$ cat src/rtl/ddr_axi_pkg.sv
// rtl/ddr_axi_pkg.sv - shared types and helpers for the stream-to-AXI write path
package ddr_axi_pkg;

    typedef enum logic [1:0] {
        ST_IDLE,
        ST_AW,
        ST_W,
        ST_B
    } wr_state_e;

    function automatic logic [31:0] beat_bytes(input int unsigned d_level);
        return 32'd1 << d_level;
    endfunction

endpackage

$ cat src/rtl/axi_stream_writer_if.sv
// rtl/axi_stream_writer_if.sv - input stream plus AW/W/B write channels of the writer
interface axi_stream_writer_if #(
    parameter int A_WIDTH = 25,
    parameter int D_WIDTH = 16
);
    logic               s_valid;
    logic               s_ready;
    logic [D_WIDTH-1:0] s_data;
    logic               awvalid;
    logic               awready;
    logic [A_WIDTH-1:0] awaddr;
    logic [7:0]         awlen;
    logic               wvalid;
    logic               wready;
    logic               wlast;
    logic [D_WIDTH-1:0] wdata;
    logic               bvalid;
    logic               bready;

    modport master (
        input  s_valid, s_data, awready, wready, bvalid,
        output s_ready, awvalid, awaddr, awlen, wvalid, wlast, wdata, bready
    );

    modport slave (
        output s_valid, s_data, awready, wready, bvalid,
        input  s_ready, awvalid, awaddr, awlen, wvalid, wlast, wdata, bready
    );
endinterface

$ cat src/rtl/sync_fifo_fwft.sv
// rtl/sync_fifo_fwft.sv - first-word-fall-through FIFO with occupancy count
module sync_fifo_fwft #(
    parameter int DW = 16,
    parameter int AW = 4
) (
    input  logic          clk_i,
    input  logic          rst_n_i,
    input  logic          push_i,
    input  logic [DW-1:0] wdata_i,
    input  logic          pop_i,
    output logic [DW-1:0] rdata_o,
    output logic [AW:0]   count_o,
    output logic          full_o,
    output logic          empty_o
);
    localparam int DEPTH = 1 << AW;

    logic [DW-1:0] mem_q [DEPTH];
    logic [AW-1:0] wr_ptr_q, rd_ptr_q;
    logic [AW:0]   count_q;
    logic          do_push, do_pop;

    assign full_o  = count_q[AW];
    assign empty_o = (count_q == '0);
    assign count_o = count_q;
    assign rdata_o = mem_q[rd_ptr_q];

    assign do_push = push_i & ~full_o;
    assign do_pop  = pop_i & ~empty_o;

    always_ff @(posedge clk_i) begin
        if (do_push) begin
            mem_q[wr_ptr_q] <= wdata_i;
        end
    end

    always_ff @(posedge clk_i or negedge rst_n_i) begin
        if (!rst_n_i) begin
            wr_ptr_q <= '0;
            rd_ptr_q <= '0;
            count_q  <= '0;
        end else begin
            if (do_push) wr_ptr_q <= wr_ptr_q + AW'(1);
            if (do_pop)  rd_ptr_q <= rd_ptr_q + AW'(1);
            count_q <= count_q + (AW+1)'(do_push) - (AW+1)'(do_pop);
        end
    end
endmodule

$ cat src/rtl/axi_stream_writer.sv
// rtl/axi_stream_writer.sv - packs a valid/ready stream into single-outstanding AXI write bursts
module axi_stream_writer #(
    parameter int         A_WIDTH    = 25,
    parameter int         D_WIDTH    = 16,
    parameter int         D_LEVEL    = 1,
    parameter logic [7:0] WBURST_LEN = 8'd7,
    parameter int         FIFO_AW    = 4
) (
    input  logic               aclk,
    input  logic               aresetn,
    input  logic               start,
    input  logic [A_WIDTH-1:0] base_addr,
    input  logic               flush,
    axi_stream_writer_if.master bus,
    output logic               busy,
    output logic [31:0]        burst_cnt
);
    import ddr_axi_pkg::*;

    localparam logic [31:0]        BURST_BEATS_W = 32'(WBURST_LEN) + 32'd1;
    localparam logic [FIFO_AW:0]   BURST_BEATS   = BURST_BEATS_W[FIFO_AW:0];
    localparam logic [A_WIDTH-1:0] BEAT_BYTES    = A_WIDTH'(beat_bytes(D_LEVEL));

    wr_state_e          state_q, state_d;
    logic [A_WIDTH-1:0] ptr_q, ptr_d, awaddr_q, awaddr_d;
    logic [7:0]         awlen_q, awlen_d, beat_q, beat_d;
    logic [31:0]        burst_cnt_q, burst_cnt_d;
    logic               flush_pend_q, flush_pend_d;

    logic [FIFO_AW:0]   fifo_count, launch_beats;
    logic               fifo_full, fifo_empty, push, pop, launch, has_full_burst;
    logic [D_WIDTH-1:0] fifo_head;

    sync_fifo_fwft #(.DW(D_WIDTH), .AW(FIFO_AW)) u_fifo (
        .clk_i   (aclk),
        .rst_n_i (aresetn),
        .push_i  (push),
        .wdata_i (bus.s_data),
        .pop_i   (pop),
        .rdata_o (fifo_head),
        .count_o (fifo_count),
        .full_o  (fifo_full),
        .empty_o (fifo_empty)
    );

    assign push           = bus.s_valid & ~fifo_full;
    assign pop            = bus.wvalid & bus.wready;
    assign has_full_burst = (fifo_count >= BURST_BEATS);
    assign launch         = (state_q == ST_IDLE) && (has_full_burst || (flush_pend_q && !fifo_empty));
    assign launch_beats   = has_full_burst ? BURST_BEATS : fifo_count;

    always_comb begin
        state_d      = state_q;
        ptr_d        = ptr_q;
        awaddr_d     = awaddr_q;
        awlen_d      = awlen_q;
        beat_d       = beat_q;
        burst_cnt_d  = burst_cnt_q;
        flush_pend_d = flush_pend_q;
        case (state_q)
            ST_IDLE: begin
                // a coincident start only moves the pointer for the following burst
                if (start) ptr_d = base_addr;
                if (launch) begin
                    awaddr_d = ptr_q;
                    awlen_d  = 8'(launch_beats - (FIFO_AW+1)'(1));
                    state_d  = ST_AW;
                    if (fifo_count <= BURST_BEATS) flush_pend_d = 1'b0;
                end else if (fifo_empty) begin
                    flush_pend_d = 1'b0;
                end
            end
            ST_AW: begin
                if (bus.awready) begin
                    beat_d  = 8'd0;
                    state_d = ST_W;
                end
            end
            ST_W: begin
                if (pop) begin
                    beat_d = beat_q + 8'd1;
                    if (bus.wlast) state_d = ST_B;
                end
            end
            ST_B: begin
                if (bus.bvalid) begin
                    burst_cnt_d = burst_cnt_q + 32'd1;
                    ptr_d       = ptr_q + BEAT_BYTES * A_WIDTH'({1'b0, awlen_q} + 9'd1);
                    state_d     = ST_IDLE;
                end
            end
            default: state_d = ST_IDLE;
        endcase
        if (flush) flush_pend_d = 1'b1;
    end

    always_ff @(posedge aclk or negedge aresetn) begin
        if (!aresetn) begin
            state_q      <= ST_IDLE;
            ptr_q        <= '0;
            awaddr_q     <= '0;
            awlen_q      <= '0;
            beat_q       <= '0;
            burst_cnt_q  <= '0;
            flush_pend_q <= 1'b0;
        end else begin
            state_q      <= state_d;
            ptr_q        <= ptr_d;
            awaddr_q     <= awaddr_d;
            awlen_q      <= awlen_d;
            beat_q       <= beat_d;
            burst_cnt_q  <= burst_cnt_d;
            flush_pend_q <= flush_pend_d;
        end
    end

    assign bus.s_ready = ~fifo_full;
    assign bus.awvalid = (state_q == ST_AW);
    assign bus.awaddr  = awaddr_q;
    assign bus.awlen   = awlen_q;
    assign bus.wvalid  = (state_q == ST_W) & ~fifo_empty;
    assign bus.wdata   = fifo_head;
    assign bus.wlast   = (state_q == ST_W) && (beat_q == awlen_q);
    assign bus.bready  = (state_q == ST_B);
    assign busy        = (state_q != ST_IDLE) | ~fifo_empty;
    assign burst_cnt   = burst_cnt_q;
endmodule

$ cat src/flat_wrapper.sv
// flat-port wrapper written by rule: the top's interface ports become plain ports
module axi_stream_writer_flat import ddr_axi_pkg::*;
#(
    parameter int         A_WIDTH    = 25,
    parameter int         D_WIDTH    = 16,
    parameter int         D_LEVEL    = 1,
    parameter logic [7:0] WBURST_LEN = 8'd7,
    parameter int         FIFO_AW    = 4
)
  (aclk, aresetn, start, base_addr, flush, busy, burst_cnt, bus_s_valid, bus_s_data, bus_awready, bus_wready, bus_bvalid, bus_s_ready, bus_awvalid, bus_awaddr, bus_awlen, bus_wvalid, bus_wlast, bus_wdata, bus_bready);
  axi_stream_writer_if #(.A_WIDTH(A_WIDTH), .D_WIDTH(D_WIDTH)) bus_i ();
  input  logic aclk;
  input  logic aresetn;
  input  logic start;
  input  logic [A_WIDTH-1:0] base_addr;
  input  logic flush;
  output logic busy;
  output logic [31:0] burst_cnt;
  input wire logic [$bits(bus_i.s_valid)-1:0] bus_s_valid;
  input wire logic [$bits(bus_i.s_data)-1:0] bus_s_data;
  input wire logic [$bits(bus_i.awready)-1:0] bus_awready;
  input wire logic [$bits(bus_i.wready)-1:0] bus_wready;
  input wire logic [$bits(bus_i.bvalid)-1:0] bus_bvalid;
  output wire logic [$bits(bus_i.s_ready)-1:0] bus_s_ready;
  output wire logic [$bits(bus_i.awvalid)-1:0] bus_awvalid;
  output wire logic [$bits(bus_i.awaddr)-1:0] bus_awaddr;
  output wire logic [$bits(bus_i.awlen)-1:0] bus_awlen;
  output wire logic [$bits(bus_i.wvalid)-1:0] bus_wvalid;
  output wire logic [$bits(bus_i.wlast)-1:0] bus_wlast;
  output wire logic [$bits(bus_i.wdata)-1:0] bus_wdata;
  output wire logic [$bits(bus_i.bready)-1:0] bus_bready;
  assign bus_i.s_valid = bus_s_valid;
  assign bus_i.s_data = bus_s_data;
  assign bus_i.awready = bus_awready;
  assign bus_i.wready = bus_wready;
  assign bus_i.bvalid = bus_bvalid;
  assign bus_s_ready = bus_i.s_ready;
  assign bus_awvalid = bus_i.awvalid;
  assign bus_awaddr = bus_i.awaddr;
  assign bus_awlen = bus_i.awlen;
  assign bus_wvalid = bus_i.wvalid;
  assign bus_wlast = bus_i.wlast;
  assign bus_wdata = bus_i.wdata;
  assign bus_bready = bus_i.bready;
  axi_stream_writer #(.A_WIDTH(A_WIDTH), .D_WIDTH(D_WIDTH), .D_LEVEL(D_LEVEL), .WBURST_LEN(WBURST_LEN), .FIFO_AW(FIFO_AW)) u_core (.aclk(aclk), .aresetn(aresetn), .start(start), .base_addr(base_addr), .flush(flush), .bus(bus_i), .busy(busy), .burst_cnt(burst_cnt));
endmodule
$ cat config.mk
export PLATFORM = sky130hd
export DESIGN_NAME = axi_stream_writer_flat
export DESIGN_NICKNAME = d
export VERILOG_FILES = /design/src/rtl/ddr_axi_pkg.sv /design/src/rtl/axi_stream_writer_if.sv /design/src/rtl/sync_fifo_fwft.sv /design/src/rtl/axi_stream_writer.sv /design/src/flat_wrapper.sv
export SDC_FILE = /design/constraint.sdc
export NUM_CORES = 1
export LEC_CHECK = 0
export CAP_MARGIN = 20
export CELL_PAD_IN_SITES_DETAIL_PLACEMENT = 1
export CELL_PAD_IN_SITES_GLOBAL_PLACEMENT = 2
export CORE_UTILIZATION = 45
export DETAILED_ROUTE_END_ITERATION = 8
export DONT_BUFFER_PORTS = 1
export PLACE_DENSITY_LB_ADDON = 0.1
export SYNTH_ARGS = -nofsm -noshare
export SYNTH_HDL_FRONTEND = slang
export SYNTH_SLANG_ARGS = --single-unit
$ cat constraint.sdc
create_clock -name aclk -period 3.78 [get_ports aclk]
set_clock_uncertainty 0.15 [all_clocks]
set_input_delay 1.134 -clock aclk [delete_from_list [all_inputs] [get_ports aclk]]
set_output_delay 1.134 -clock aclk [all_outputs]
set_load 0.02 [all_outputs]
==> results.toml, run 1 <==
[outcome]
outcome = "finished clean"

[logic_synthesis]
async_flop_share_pct = 30.4
synth_cells = 979
synth_area_mm2 = 0.0158
synth.yosys.seq_area_share_pct = 66.3
synth_cell_types = 62
synthesis.nets = 1062
synth_warnings = 0
syn_avg_cell_area_um2 = 16.2
synth_edf_count = 256
synth_top_flop_cell = "edfxtp_1"
synth_seq_cells = 368

[routing]
drt-initial-drc-count = 443
ant_nets = 0
num_vias = 8538
detail_route.first_pass.iterations = 4
drc = 0
avgRoutedWirePerCell_um = 24.3
viasPerCell = 5.62
routed_wl_um = 36900

[grt]
grt_pass1_wl_um = 57200
grt_pass1_vias = 9404
grt_max_degree = 113
overflow = 0
antenna_found_initial = 0
grtUsageTotal_pct = 21.5

[setup_path]
crit_required_ps = 2500
crit_arrival_ps = 2430
critical_path_class = "reg2out"
path_cells = "buf_12, mux4_2, mux4_2"
endpoint_kind = "output port"
regToRegStartpoint = "u_core.bus.awlen[1]$_DFFE_PN0P_"
r2r-end = "u_core.ptr_q[23]$_DFFE_PN0P_"
path_max_fanout = 16
start_kind = "flip-flop"
critPathMaxStageDelay_ps = 590
critical_path.slowest_cell = "mux4_2"
r2r_slack_ps = 620
r2r_cells = 10
worst-path-buf-inv = 1
crit_path_frequent_cell = "mux4_2"
path_delay_family = "multiplexers"

[min_path]
hold_class = "in2async"

[clock_network]
hold_buffers = 0
clkTransAtPathRegs_ps = 60
clk_latency_ps = 540
h-tree-depth = 2
root_buffer = "clkbuf_16"
cts_buffers = 42
clock_path_buffers = 3
clock-sinks = 368
cts_tree = "built"

[power_and_ir_drop]
switchingPower_uw = 4740
clkPwrFrac_pct = 28.1
internal_power_uw = 9410
p_per_area_mw_per_mm2 = 784
p_sw_share_pct = 33.5
pwr-share-seq_pct = 39.9
power_uw = 14200
ir_drop_mv = 0.390
combPwrFrac_pct = 32.0
leakage_uw = 0.00654

[placement]
globalplace.congestion = 0.754
placed_cells = 1436
io_buffers = 0
place_ws_ps = 372
dp_hpwl_um = 23600
dpl_cell_area_mm2 = 0.0166

[timing]
worstMarginPinSlew_ps = 661
hold_viol_final = 0
drv_slew = 0
timing.final.crit_share_pct = 98.2
setup_violations = 0
post-route-min-period_ps = 3710
max_slew_margin_pct = 55.7
rsz0062_at_grt = "yes"
setup_ws_ps = 67.6
fmax_mhz = 269

[layout]
area_growth_pct = 14.2
layout.cells.non_filler = 1520
final_area_mm2 = 0.0181
drive_gt1_share_pct = 20.9
nNetsFinal = 1112

[floorplan]
start_util_pct = 45.8
dieHeight_um = 189
row_count = 68
die_w_um = 189
die_area_mm2 = 0.0359
coreArea_mm2 = 0.0345
pin_count = 136

[run]
maxCapViolations = 0
[repair_timing]
action,CTS,global route
buffers inserted,3,1
endpoints found under the setup margin,13,4
gates resized for setup,2,1
[how the worst max path moves through the flow]
stage | from | end | slack (ps) | cells past startpoint
3_5_place_dp | u_core.u_fifo.rd_ptr_q[0]$_DFFE_PN0P_ | bus_wdata[4] | 370 | 3
6_report | u_core.u_fifo.rd_ptr_q[0]$_DFFE_PN0P_ | bus_wdata[14] | 70 | 3
2_1_floorplan | u_core.u_fifo.rd_ptr_q[0]$_DFFE_PN0P_ | bus_wdata[0] | 500 | 4
4_1_cts | u_core.u_fifo.rd_ptr_q[0]$_DFFE_PN0P_ | bus_wdata[4] | -5 | 3
3_3_place_gp | u_core.u_fifo.rd_ptr_q[0]$_DFFE_PN0P_ | bus_wdata[3] | 410 | 3
5_1_grt | u_core.u_fifo.rd_ptr_q[0]$_DFFE_PN0P_ | bus_wdata[13] | -20 | 3
[stage by stage]
stage                     hold WS, ps  util (%)  TNS, ps
after floorplan                   282         -        0
after global placement            303      48.2        0
after detailed placement          319      48.2        0
after CTS                         106      52.2    -5.40
after global routing              112      52.2    -19.1
final                             134      52.3        0
[cells in the final DEF, fill, tap and decap left out, drive strengths merged, types with 28 or more instances in the layout]
master	n
nand2	89
xnor2	37
mux4	80
dfrtp	112
clkbuf	60
nor2	28
edfxtp	256
ha	32
buf	48
[power groups by stage]
stage	registers, µW	logic [µW]	clock network (µW)
finish	5650	4530	3980
global route	5740	5010	4210
CTS	5660	4630	4070
detailed placement	5780	4520	0
global placement	5760	4450	0
floorplan	5490	3530	0
[kinds of logic after synthesis]
kind of cell / count (synthesis) / synth area share, %
AOI/OAI and AO/OA: 104 / 4.58
xor gates and xnor gates: 59 / 3.27
adders and majority gates: 34 / 2.79
buffers and inverters: 63 / 1.75
DFF: 368 / 66.3
muxes: 119 / 14.1
and+or+nand+nor: 232 / 7.21
[layout make-up]
cell class	instances	area [µm²]
Tap cell	455	569
Sequential cell	368	10500
Clock inverter	18	160
Inverter	21	78.8
Multi-Input combinational cell	548	5050
Timing Repair Buffer	48	480
Fill cell	3270	16500
Clock buffer	60	1210
Antenna cell	2	5.00
[state kept, by name, summed over array words and instances (netlist names), 5 cells and up]
| name | cells |
|---|---|
| u_core.ptr_q | 25 |
| u_core.bus.awlen | 6 |
| u_core.bus.awaddr | 25 |
| u_core.u_fifo.count_o | 5 |
| u_core.burst_cnt | 32 |
| u_core.u_fifo.mem_q | 256 |
| u_core.beat_q | 8 |
[Yosys cell counts (all sizes together) (3+ instances only)]
cell type	n	area share (%)
edfxtp	256	49
dfrtp	112	18
nand2	89	2.1
mux4	80	11
xnor2	37	2.0
ha	32	2.5
nor2	28	0.66
mux2	26	1.9
nand3	26	0.82
o21ai	26	0.92
and2	23	0.91
clkbuf	22	0.52
xor2	22	1.2
a21oi	21	0.66
inv	21	0.50
buf	20	0.73
and3	17	0.70
nor3	14	0.51
mux2i	13	0.82
nand4	12	0.47
a21o	10	0.47
a32oi	6	0.33
a21boi	5	0.24
a31oi	5	0.20
nand2b	5	0.20
a211oi	4	0.19
nor2b	4	0.16
a221oi	3	0.21
a22o	3	0.17
nor4	3	0.12
o2111ai	3	0.17
or2	3	0.12
[metal layers]
| layer | GRT usage (%) | routed length, µm | share of wire, % |
|---|---|---|---|
| met1 | 27.7 | 15100 | 41 |
| met2 | 36.4 | 18900 | 51 |
| met3 | 5.10 | 2260 | 6.1 |
| met4 | 5.55 | 668 | 1.8 |
| met5 | 0 | 0 | 0 |
Power figures use the tool's default switching activity.
==> run 2: changes to the inputs <==
HOLD_SLACK_MARGIN = 0.12   (was default)
==> results.toml, run 2 (synthesis results as in run 1) <==
[routing]
viasPerCell = 5.65
drt-initial-drc-count = 459
avgRoutedWirePerCell_um = 25.0
ant_nets = 0
drc = 0
detail_route.first_pass.iterations = 4
num_vias = 8616
routed_wl_um = 38100

[setup_path]
start_kind = "flip-flop"
r2r-end = "u_core.ptr_q[23]$_DFFE_PN0P_"
crit_arrival_ps = 2430
crit_required_ps = 2500
critical_path_class = "reg2out"
regToRegStartpoint = "u_core.bus.awlen[1]$_DFFE_PN0P_"
worst-path-buf-inv = 1
r2r_cells = 10
path_cells = "buf_12, mux4_2, mux4_2"
critPathMaxStageDelay_ps = 590
path_max_fanout = 16
path_delay_family = "multiplexers"
crit_path_frequent_cell = "mux4_2"
endpoint_kind = "output port"
critical_path.slowest_cell = "mux4_2"
r2r_slack_ps = 620

[grt]
grt_pass1_wl_um = 58400
grtUsageTotal_pct = 22.1
grt_max_degree = 40
overflow = 0
antenna_found_initial = 0
grt_pass1_vias = 9488

[layout]
final_common_cell = "edfxtp_1"
final_cell_mix = "edfxtp_1, dfrtp_1, nand2_1, mux4_2, clkbuf_16"
area_growth_pct = 14.9
final_area_mm2 = 0.0182
largest_reg_flops = 256
regArea_mm2 = 0.0105
layout.cells.non_filler = 1526
largest_register = "u_core.u_fifo.mem_q"
n_fill_cell = 3264
drive_gt1_share_pct = 21.2
nNetsFinal = 1118
multiInputGateArea_mm2 = 0.00505

[power_and_ir_drop]
p_per_area_mw_per_mm2 = 782
leakage_uw = 0.00659
ir_drop_mv = 0.391
power_uw = 14200

[timing]
setup_violations = 0
setup_ws_ps = 64.5
timing.final.crit_share_pct = 98.3
rsz0062_at_grt = "yes"
hold_viol_final = 0
drv_slew = 0
max_slew_margin_pct = 55.7
fmax_mhz = 269
post-route-min-period_ps = 3720
worstMarginPinSlew_ps = 662

[clock_network]
clock_path_buffers = 3
root_buffer = "clkbuf_16"
clock-sinks = 368
h-tree-depth = 2
cts_tree = "built"
clk_latency_ps = 540
cts_buffers = 42
clkTransAtPathRegs_ps = 60

[min_path]
hold_class = "in2async"

[floorplan]
dieHeight_um = 189
pin_count = 136
start_util_pct = 45.8
die_w_um = 189
die_area_mm2 = 0.0359
coreArea_mm2 = 0.0345
row_count = 68

[placement]
place_ws_ps = 372
dp_hpwl_um = 23600
globalplace.congestion = 0.754
dpl_cell_area_mm2 = 0.0166
placed_cells = 1436
io_buffers = 0

[outcome]
outcome = "finished clean"

[run]
maxCapViolations = 0
[run 2: repair_timing]
| action | in CTS | in global routing |
|---|---|---|
| endpoints found under the hold margin | 21 | 0 |
| hold buffers | 6 | 0 |
| gates cloned | 0 | 0 |
| gates resized for setup | 2 | 1 |
| endpoints found under the setup margin | 13 | 4 |
| buffers inserted | 3 | 1 |
[run 2: worst max-delay path by stage]
stage	startpoint	to	slack [ps]	depth (start not counted)
final	u_core.u_fifo.rd_ptr_q[0]$_DFFE_PN0P_	bus_wdata[14]	60	3
after global routing	u_core.u_fifo.rd_ptr_q[0]$_DFFE_PN0P_	bus_wdata[13]	-20	3
after CTS	u_core.u_fifo.rd_ptr_q[0]$_DFFE_PN0P_	bus_wdata[4]	-5	3
after detailed placement	u_core.u_fifo.rd_ptr_q[0]$_DFFE_PN0P_	bus_wdata[4]	370	3
after global placement	u_core.u_fifo.rd_ptr_q[0]$_DFFE_PN0P_	bus_wdata[3]	410	3
after floorplan	u_core.u_fifo.rd_ptr_q[0]$_DFFE_PN0P_	bus_wdata[0]	500	4
[run 2: report_power, final]
part / total (µW) / internal [µW] / switching, µW
Sequential: 5650 / 4900 / 746
Combinational: 4570 / 2150 / 2430
Clock: 3980 / 2370 / 1610
Total: 14200 / 9420 / 4780
[run 2: per-layer routing]
layer	track usage (%)	share of wire (%)	vias to the layer above
met2	37.6	51	203
met4	5.96	1.9	0
met3	5.12	6.7	43
met1	28.5	41	4494
li1	-	-	3876
met5	0	0	-
[run 2: cell type report]
cell class	instances	share of cell area, %
inverter	21	0.434
timing repair buffer	54	3.25
tap	455	3.13
sequential	368	57.8
clock buffer	60	6.67
antenna	2	0.0276
clock inverter	18	0.882
multi-input combinational	548	27.8
[run 2: stage by stage]
stage | hold WS, ps | utilization, % | TNS, ps
after floorplan | 282 | - | 0
after global placement | 303 | 48.2 | 0
after detailed placement | 319 | 48.2 | 0
after CTS | 228 | 52.5 | -5.40
after global routing | 238 | 52.6 | -19.1
final | 245 | 52.6 | 0
